[src/rtl/dm_arb_pkg.sv]
// Shared types and helpers for the data-memory arbiter.
package dm_arb_pkg;

   // Arbiter FSM: IDLE arbitrates, BURST streams DMA beats.
   typedef enum logic {
      IDLE  = 1'b0,
      BURST = 1'b1
   } stateT;

   // Identifies which requester owned a DM slot.
   typedef enum logic {
      OWN_C = 1'b0,
      OWN_D = 1'b1
   } ownerT;

   // DMA beats always write the full word.
   localparam logic [3:0] BE_ALL = 4'hF;

   // Byte-lane merge: lane i takes the new byte when be[i] is set, else keeps the old byte.
   function automatic logic [31:0] be_merge(input logic [31:0] oldWord,
                                            input logic [31:0] newWord,
                                            input logic [3:0]  be);
      logic [31:0] result;
      result = oldWord;
      for (int i = 0; i < 4; i++) begin
         if (be[i]) begin
            result[8*i +: 8] = newWord[8*i +: 8];
         end
      end
      return result;
   endfunction

endpackage

[src/rtl/dm_be_merge.sv]
// Combinational byte-lane merge of new write data into the current DM word.
module dm_be_merge
   import dm_arb_pkg::*;
(
   input  logic [31:0] oldWord,
   input  logic [31:0] newWord,
   input  logic [3:0]  be,
   output logic [31:0] merged
);

   // One 2:1 mux per byte lane.
   always_comb begin
      merged = be_merge(oldWord, newWord, be);
   end

endmodule

[src/rtl/dm_arbiter.sv]
// Arbiter sharing the single-port data memory between the CPU MEM stage
// (single-beat, stall based) and a DMA/loader (word bursts).
//
// Request/grant handshake: a requester raises req and keeps its request
// fields stable until it sees gnt; gnt is combinational and means the access
// is performed in this very cycle (a write lands in the DM at the next clock
// edge, CPU read data is on c_rdata now, DMA read data appears on d_rdata with
// d_rvalid one cycle later). d_wdata is consumed on every cycle with d_gnt.
module dm_arbiter
   import dm_arb_pkg::*;
#(
   parameter int HOLD_MAX = 4,
   parameter int LEN_W    = 4
)(
   input  logic             clk,
   input  logic             reset,
   input  logic             c_req,
   input  logic             c_we,
   input  logic [31:0]      c_addr,
   input  logic [3:0]       c_be,
   input  logic [31:0]      c_wdata,
   input  logic [31:0]      c_pc,
   output logic             c_gnt,
   output logic [31:0]      c_rdata,
   input  logic             d_req,
   input  logic             d_we,
   input  logic [31:0]      d_addr,
   input  logic [LEN_W-1:0] d_len,
   input  logic [31:0]      d_wdata,
   output logic             d_gnt,
   output logic             d_rvalid,
   output logic [31:0]      d_rdata,
   output logic             d_done,
   output logic             dm_wen,
   output logic [31:0]      dm_addr,
   output logic [31:0]      dm_din,
   input  logic [31:0]      dm_dout,
   output logic [31:0]      dm_pc,
   output logic             dbgState
);

   localparam int HOLD_W = $clog2(HOLD_MAX + 1);
   localparam logic [HOLD_W-1:0] HOLD_LIMIT = HOLD_W'(HOLD_MAX);

   stateT             state, stateNext;
   ownerT             rrLast, rrLastNext;
   logic [LEN_W-1:0]  beat, beatNext;
   logic [HOLD_W-1:0] hold, holdNext;
   logic              burstWe, burstWeNext;
   logic [31:0]       burstBase, burstBaseNext;
   logic [LEN_W-1:0]  burstLen, burstLenNext;

   logic              cSlot;
   logic              dSlot;
   logic              dSlotWe;
   logic [31:0]       dSlotAddr;
   logic              lastBeat;

   logic [3:0]        mergeBe;
   logic [31:0]       mergeNew;
   logic [31:0]       mergedWord;

   logic              dRvalidQ;
   logic [31:0]       dRdataQ;
   logic              dDoneQ;

   // FSM and burst bookkeeping registers; reset aborts any burst in flight.
   always_ff @(posedge clk) begin
      if (reset) begin
         state     <= IDLE;
         rrLast    <= OWN_D;
         beat      <= '0;
         hold      <= '0;
         burstWe   <= 1'b0;
         burstBase <= '0;
         burstLen  <= '0;
      end else begin
         state     <= stateNext;
         rrLast    <= rrLastNext;
         beat      <= beatNext;
         hold      <= holdNext;
         burstWe   <= burstWeNext;
         burstBase <= burstBaseNext;
         burstLen  <= burstLenNext;
      end
   end

   // Slot decision and next-state: who owns the DM this cycle and how the burst advances.
   always_comb begin
      stateNext     = state;
      rrLastNext    = rrLast;
      beatNext      = beat;
      holdNext      = hold;
      burstWeNext   = burstWe;
      burstBaseNext = burstBase;
      burstLenNext  = burstLen;
      cSlot         = 1'b0;
      dSlot         = 1'b0;
      dSlotWe       = 1'b0;
      dSlotAddr     = '0;
      lastBeat      = 1'b0;
      if (!reset) begin
         case (state)
            IDLE: begin
               // On a tie the owner not served last time wins.
               if (c_req && (!d_req || rrLast == OWN_D)) begin
                  cSlot      = 1'b1;
                  rrLastNext = OWN_C;
               end else if (d_req) begin
                  dSlot         = 1'b1;
                  dSlotWe       = d_we;
                  dSlotAddr     = d_addr;
                  burstWeNext   = d_we;
                  burstBaseNext = d_addr;
                  burstLenNext  = d_len;
                  rrLastNext    = OWN_D;
                  if (d_len == '0) begin
                     lastBeat = 1'b1;
                  end else begin
                     beatNext  = LEN_W'(1);
                     holdNext  = HOLD_W'(1);
                     stateNext = BURST;
                  end
               end
            end
            BURST: begin
               // A waiting CPU steals one slot after HOLD_MAX back-to-back beats.
               if (c_req && hold == HOLD_LIMIT) begin
                  cSlot    = 1'b1;
                  holdNext = '0;
               end else begin
                  dSlot     = 1'b1;
                  dSlotWe   = burstWe;
                  dSlotAddr = burstBase + {{(30-LEN_W){1'b0}}, beat, 2'b00};
                  holdNext  = (hold == HOLD_LIMIT) ? hold : hold + HOLD_W'(1);
                  if (beat == burstLen) begin
                     lastBeat   = 1'b1;
                     beatNext   = '0;
                     holdNext   = '0;
                     rrLastNext = OWN_D;
                     stateNext  = IDLE;
                  end else begin
                     beatNext = beat + LEN_W'(1);
                  end
               end
            end
            default: stateNext = IDLE;
         endcase
      end
   end

   // Merge source: CPU lanes on a CPU slot, full word on a DMA slot.
   always_comb begin
      mergeBe  = cSlot ? c_be : BE_ALL;
      mergeNew = cSlot ? c_wdata : d_wdata;
   end

   dm_be_merge uMerge (
      .oldWord (dm_dout),
      .newWord (mergeNew),
      .be      (mergeBe),
      .merged  (mergedWord)
   );

   // DM port and requester-facing outputs, all zero when nobody owns the slot.
   always_comb begin
      c_gnt   = cSlot;
      d_gnt   = dSlot;
      c_rdata = cSlot ? dm_dout : '0;
      dm_pc   = cSlot ? c_pc : '0;
      dm_addr = '0;
      dm_wen  = 1'b0;
      dm_din  = '0;
      if (cSlot) begin
         dm_addr = c_addr;
         dm_wen  = c_we && (c_be != 4'h0);
         dm_din  = mergedWord;
      end else if (dSlot) begin
         dm_addr = dSlotAddr;
         dm_wen  = dSlotWe;
         dm_din  = mergedWord;
      end
   end

   // Registered DMA read return and end-of-burst pulse.
   always_ff @(posedge clk) begin
      if (reset) begin
         dRvalidQ <= 1'b0;
         dRdataQ  <= '0;
         dDoneQ   <= 1'b0;
      end else begin
         dRvalidQ <= dSlot && !dSlotWe;
         if (dSlot && !dSlotWe) begin
            dRdataQ <= dm_dout;
         end
         dDoneQ <= lastBeat;
      end
   end

   assign d_rvalid = dRvalidQ;
   assign d_rdata  = dRdataQ;
   assign d_done   = dDoneQ;
   assign dbgState = state;

endmodule

[config.mk]
export PLATFORM = sky130hd
export DESIGN_NAME = dm_arbiter
export DESIGN_NICKNAME = d
export VERILOG_FILES = /design/src/rtl/dm_arb_pkg.sv /design/src/rtl/dm_be_merge.sv /design/src/rtl/dm_arbiter.sv
export SDC_FILE = /design/constraint.sdc
export NUM_CORES = 1
export LEC_CHECK = 0
export BUFFER_PORTS_ARGS = -buffer_cell sky130_fd_sc_hd__buf_2
export CORE_AREA = 2 2 146 148
export CTS_CLUSTER_SIZE = 12
export DETAILED_ROUTE_END_ITERATION = 16
export DIE_AREA = 0 0 148 150
export GPL_TIMING_DRIVEN = 0
export SLEW_MARGIN = 20
export SYNTH_ARGS = -nofsm -noshare
export SYNTH_HDL_FRONTEND = slang
export SYNTH_SLANG_ARGS = --single-unit
[constraint.sdc]
create_clock -name clk -period 2.15 [get_ports clk]
set_input_delay 0.1075 -clock clk [delete_from_list [all_inputs] [get_ports clk]]
set_output_delay 0.1075 -clock clk [all_outputs]
set_load 0.02 [all_outputs]
==> Word level (Yosys, flattened, before mapping) <==
Index checks and enable logic that the tools add are counted.
{ "word_totals": {"out_inout_bits": 166, "in_bits": 206, "word_cells": 100, "reg_bits": 80} }
{ "op_classes": {"bitwise_logic": 2, "eq_ne": 9, "reduce_logical": 13, "mux": 63, "add_sub_neg": 3} }
{ "op_table": {"columns": ["op", "count"], "rows": [
  ["2-to-1 mux 32 bit", 11],
  ["one-hot mux 32 bit (2 select lines)", 1],
  ["adder 32 x 6 -> 32 bit", 1],
  ["2-to-1 mux 8 bit", 4],
  ["2-to-1 mux 1 bit", 27],
  ["2-to-1 mux 4 bit", 6],
  ["2-to-1 mux 3 bit", 6],
  ["one-hot mux 1 bit (2 select lines)", 6],
  ["!= test 2 bit (second input constant)", 4],
  ["one-hot mux 4 bit (2 select lines)", 1],
  ["AND reduction 4 bit", 2],
  ["one-hot mux 3 bit (2 select lines)", 1],
  ["AND reduction 3 bit", 2],
  ["adder 4 x 1 -> 4 bit (second input constant)", 1],
  ["equality test 4 bit", 1],
  ["logical AND 1 bit", 4],
  ["logical NOT 4 bit", 1],
  ["!= test 4 x 2 -> 1 bit (second input constant)", 1],
  ["nonzero test 4 bit", 1],
  ["adder 3 x 1 -> 3 bit (second input constant)", 1],
  ["equality test 3 bit (second input constant)", 1],
  ["!= test 3 bit (second input constant)", 1],
  ["logical NOT 1 bit", 2],
  ["!= test 2 x 1 -> 1 bit (second input constant)", 1],
  ["other kinds (2)", 3]
]} }

==> Logic depth before layout (Yosys ltp) <==
{ "depth": {"ltp_word": 10, "ltp_mapped": 9, "mapped_depth_nobuf": 8} }

==> Hierarchy <==
A second synthesis with hierarchy kept.
{ "unflattened": {"hier_cells": 752, "hier_area_um2": 5978.2} }
{ "by_module_without_submodules": {"columns": ["mod", "area_per_inst_um2", "instances", "cells_each", "seq_area_each_um2"], "rows": [
  ["dm_arbiter", 5452.7, 1, 716, 1601.5],
  ["dm_be_merge", 525.5, 1, 36, 0.0]
]} }

==> Least setup slack after synthesis <==
Ideal clock, no wire load.
{ "synth_timing": {"path_kind": "reg-to-output", "startpoint": "reg beat[0]", "endpoint": "out dm_addr[16]", "t_arrival_ps": 2154, "setup_slack_ps": -112, "path_stages_with_launch": 10, "path_cell_list": "dfxtp_1 > ha_1 > inv_1 > fa_1 > nor2b_1 > o31ai_1 > clkbuf_1 > nor4_1 > xnor2_1 > o22ai_1"} }
{ "synth_via": {"elab_chain_cells": 6} }
{ "synth_rtl": {"columns": ["item", "line_no", "rtl"], "rows": [
  ["from (decl)", "dm_arbiter.sv:47", "logic [LEN_W-1:0] beat, beatNext;"],
  ["from (signal assigned)", "dm_arbiter.sv:80", "beat <= beatNext;"],
  ["adder 32 x 6 -> 32 bit", "dm_arbiter.sv:134", "dSlotAddr = burstBase + {{(30-LEN_W){1'b0}}, beat, 2'b00};"],
  ["2-to-1 mux 32 bit", "dm_arbiter.sv:128", "if (c_req && hold == HOLD_LIMIT) begin"],
  ["one-hot mux 32 bit (2 select lines)", "dm_arbiter.sv:103", "case (state)"],
  ["2-to-1 mux 32 bit", "dm_arbiter.sv:102", "if (!reset) begin"],
  ["2-to-1 mux 32 bit", "dm_arbiter.sv:178", "end else if (dSlot) begin"],
  ["2-to-1 mux 32 bit", "dm_arbiter.sv:174", "if (cSlot) begin"],
  ["to (decl)", "dm_arbiter.sv:35", "output logic [31:0] dm_addr,"]
]} }
Every way passes these cells.

==> Worst setup path after layout <==
{ "layout_timing": {"startpoint": "reg beat[0]", "endpoint": "out dm_addr[12]"} }
The elaborated chain is that of the path after synthesis.

==> out/qor.csv <==
stage;metric;value;unit
outcome;outcome;finished with violations;
outcome;violations in the final reports;negative setup slack;
logic_synthesis;number of library cell types mapped by synthesis;51;
sta;Max Freq;396;MHz
detailed_routing;DR WL/cell;19.9;microns
power;maximum vdd drop;0.000417;V
die;die width;148;microns
logic_synthesis;Cells after Synth;753;
detailed_routing;DRC marker count from the first detailed-route iteration;504;
grt;largest net degree at the start of global routing;15;
cells_and_area;top library cells by usage in the layout, fill and taps aside;buf_2 (252), nand2_1 (155), buf_6 (130), dfxtp_1 (66), and2_4 (64);
sta;shortest clock period the worst path allows after layout;2.52;ns
clock_network;Root Buffer;clkbuf_16;
sta;total of endpoints with negative setup slack in the final report;131;
clock_network;maximum level of the CTS H-tree;3;
logic_synthesis;ys async rst share;0;
sta;ratio of final minimum period to clock period;1.17;
clock_network;clock edge transition at the registers on the reported setup and hold paths;0.07;ns
detailed_routing;DRC violation count after routing;0;
cells_and_area;layout filler cell count;1831;
worst_setup_path;Largest stage delay, worst path;0.36;ns
worst_setup_path;Crit Path Class;flop to output pin;
detailed_routing;Pre-antenna DRT Iters;5;
logic_synthesis;mean area per synthesized cell;7.14;sq um
detailed_routing;total detailed-routing wirelength;29900;microns
worst_setup_path;crit path max-delay cell type;dfxtp_4;
sta;Tightest Pin Transition;0.721;ns
sta;Worst Clk Skew;0.00926;ns
clock_network;clock tree from TritonCTS;done;
min_path;path class of the lowest-slack min-delay path;primary input to flop;
min_path;worst hold stages;3;
die;count of standard-cell rows;53;
logic_synthesis;number of nets in the synthesized netlist;967;
sta;total count of hold-check failures in the final report;0;
grt;sum of overflow across all layers after global routing;0;
clock_network;source-to-sink clock delay at the later pin of the worst-skew pair;0.35;ns
placed_design;Post-Place Cells;1399;
placed_design;final weighted congestion of routability-driven global placement;0.889;
power;PD cells;528;nW/um^2
grt;via count of the first global-routing pass;7228;
detailed_routing;via density per instance;5.11;
die;Core Region;20700;sq um
cells_and_area;final-stage net count;1440;
die;Chip Height;150;microns
grt;wire length of the first global-routing pass;40900;microns
die;die footprint;22200;sq um
grt;initial antenna violation count;2;
worst_setup_path;data required time of the critical path;2.04;ns
cells_and_area;fraction of layout cells with a size suffix above 1;0.586;
power;Total Power Consumption;5930;uW
sta;setup repair after global routing missed its margin;true;
grt;overall fraction of global-route tracks in use;0.238;
worst_setup_path;ordered list of cells on the worst path;ha_4 > inv_2 > fa_2 > nor2b_4 > o31ai_4 > clkbuf_4 > nor2_1 > xnor2_1 > o22ai_1 > buf_2;
cells_and_area;final non-filler cell total;1508;
worst_setup_path;crit start category;flop;
sta;worst path setup slack after routing;-0.374;ns
detailed_routing;Final ANT Viol Nets;0;
logic_synthesis;total of warnings raised by yosys;0;
logic_synthesis;Post-synth EDFFs;0;
worst_setup_path;critical register-to-register path startpoint;hold[0]$_SDFFE_PP0P_;
sta;final-report max-slew violation count;0;
detailed_routing;vias post-DR;7712;
logic_synthesis;post-synthesis sequential area ratio;0.298;
clock_network;clock net sink count;80;
sta;Slew Limit Headroom;0.520;
clock_network;Inserted Clock Buffers;9;
die;effective utilization at floorplan;0.260;
cells_and_area;P&R area growth vs syn;109;%
placed_design;pre-CTS setup slack;-0.863;ns
die;ports placed on the boundary;372;
sta;total negative setup slack;-16.55;ns
worst_setup_path;nature of the critical path endpoint;output pin;
worst_setup_path;Data arrival, critical path;2.42;ns
worst_setup_path;biggest fanout along the worst timing path;5;
power;LEAKAGE;0.00505;uW
placed_design;number of port buffers;371;
worst_setup_path;worst reg2reg path depth;14;
logic_synthesis;Syn Std Cell Area;5380;sq um
flow_run;max capacitance violation total;0;
cells_and_area;post-route core utilization;0.543;
min_path;start point of the worst hold path;d_addr[20];
cells_and_area;most frequent standard cell in the layout excluding fill and tap cells;buf_2;
logic_synthesis;top flip-flop cell by instance count after synthesis;dfxtp_1;
worst_setup_path;Crit. Startpoint;beat[0]$_SDFFE_PP0P_;
clock_network;CTS max path bufs;2;
logic_synthesis;flip-flop and latch count after synthesis;80;
placed_design;post-detail-place hpwl;20300;microns
[kinds of logic (layout without fill, tap and decap cells)]
logic type      count (synthesis)  after routing  share of synthesized area
simple gates                  369            369                      0.334
compound gates                199            199                      0.248
flops                          80             80                      0.298
buf+inv                        69            547                     0.0551
xor+xnor                       27             27                     0.0440
fa+ha+maj                       8              8                     0.0200
mux                             1              1                    0.00186
other cells                     0              2                          0
[per-stage QoR]
stage	hold WS, ns	cell area (sq um)
floorplan	0.216	5430
global placement	0.338	7630
detailed placement	0.342	7630
CTS	0.00000341	9960
global route	0.00935	11200
finish	0.00262	11200
[cell usage after synthesis, drive strengths merged (13+ instances only)]
library cell	count	area share
o21ai	44	0.041
nand2	190	0.13
o221ai	32	0.052
buf	19	0.020
dfxtp	80	0.30
nand2b	33	0.038
a22oi	28	0.039
clkbuf	36	0.025
o22ai	23	0.027
xnor2	22	0.036
a21oi	45	0.042
and2	68	0.079
nor3	13	0.012
nor2	17	0.012
[layout make-up]
| class | instances | area, sq um | share of cell area |
|---|---|---|---|
| diodes | 2 | 5.00 | 0.000446 |
| plain buffers | 53 | 502 | 0.0447 |
| clock buffers | 9 | 225 | 0.0201 |
| clock inverters | 7 | 95.1 | 0.00847 |
| inverters | 14 | 52.6 | 0.00468 |
| multi-input cells | 604 | 4580 | 0.407 |
| flip-flops and latches | 80 | 1630 | 0.145 |
| well taps | 275 | 344 | 0.0306 |
| repair buffers | 464 | 3800 | 0.338 |
[state kept, by name, summed over array words and instances, names as in the netlist]
| name | flops |
|---|---|
| d_done | 1 |
| hold | 3 |
| burstLen | 4 |
| rrLast | 1 |
| burstBase | 32 |
| dbgState | 1 |
| burstWe | 1 |
| beat | 4 |
| d_rvalid | 1 |
| d_rdata | 32 |
[repair_timing]
item                                    4_1_cts  5_1_grt
cloned                                        9       11
gates resized for setup                     374      273
buffers inserted                             40       23
endpoints found under the setup margin      151      163
pin swaps                                    82       92
endpoints found under the hold margin        17        0
hold buffers                                 17        0
[power by group]
| part | leakage [uW] | internal, uW | switching, uW |
|---|---|---|---|
| logic | 0.00423 | 1200 | 1320 |
| registers | 0.000662 | 1610 | 102 |
| clock network | 0.000156 | 1020 | 688 |
[metal layers]
metal | routed length [microns] | vias up | track usage
li1 | - | 3601 | -
met1 | 11600 | 3650 | 0.288
met2 | 15300 | 389 | 0.425
met3 | 2020 | 72 | 0.0381
met4 | 1060 | 0 | 0.0895
met5 | 0 | - | 0
[critical path, delay by kind of cell (launching register included)]
| kind | cells | cell delay [ns] |
|---|---|---|
| AOI/OAI and AO/OA | 2 | 0.46 |
| adders and majority gates | 2 | 0.39 |
| DFF | 1 | 0.36 |
| buffers and inverters | 3 | 0.52 |
| xor gates and xnor gates | 1 | 0.23 |
| and+or+nand+nor | 2 | 0.12 |
[final timing paths]
kind                                     end  slack (ns)
setup / recovery                 dm_addr[12]       -0.37
hold reg to reg         burstWe$_SDFFE_PP0P_        0.46
hold / removal    burstBase[20]$_SDFFE_PP0P_       0.003
setup reg to reg    d_rdata[29]$_SDFFE_PP0P_       -0.03
Power figures use the tool's default switching activity.
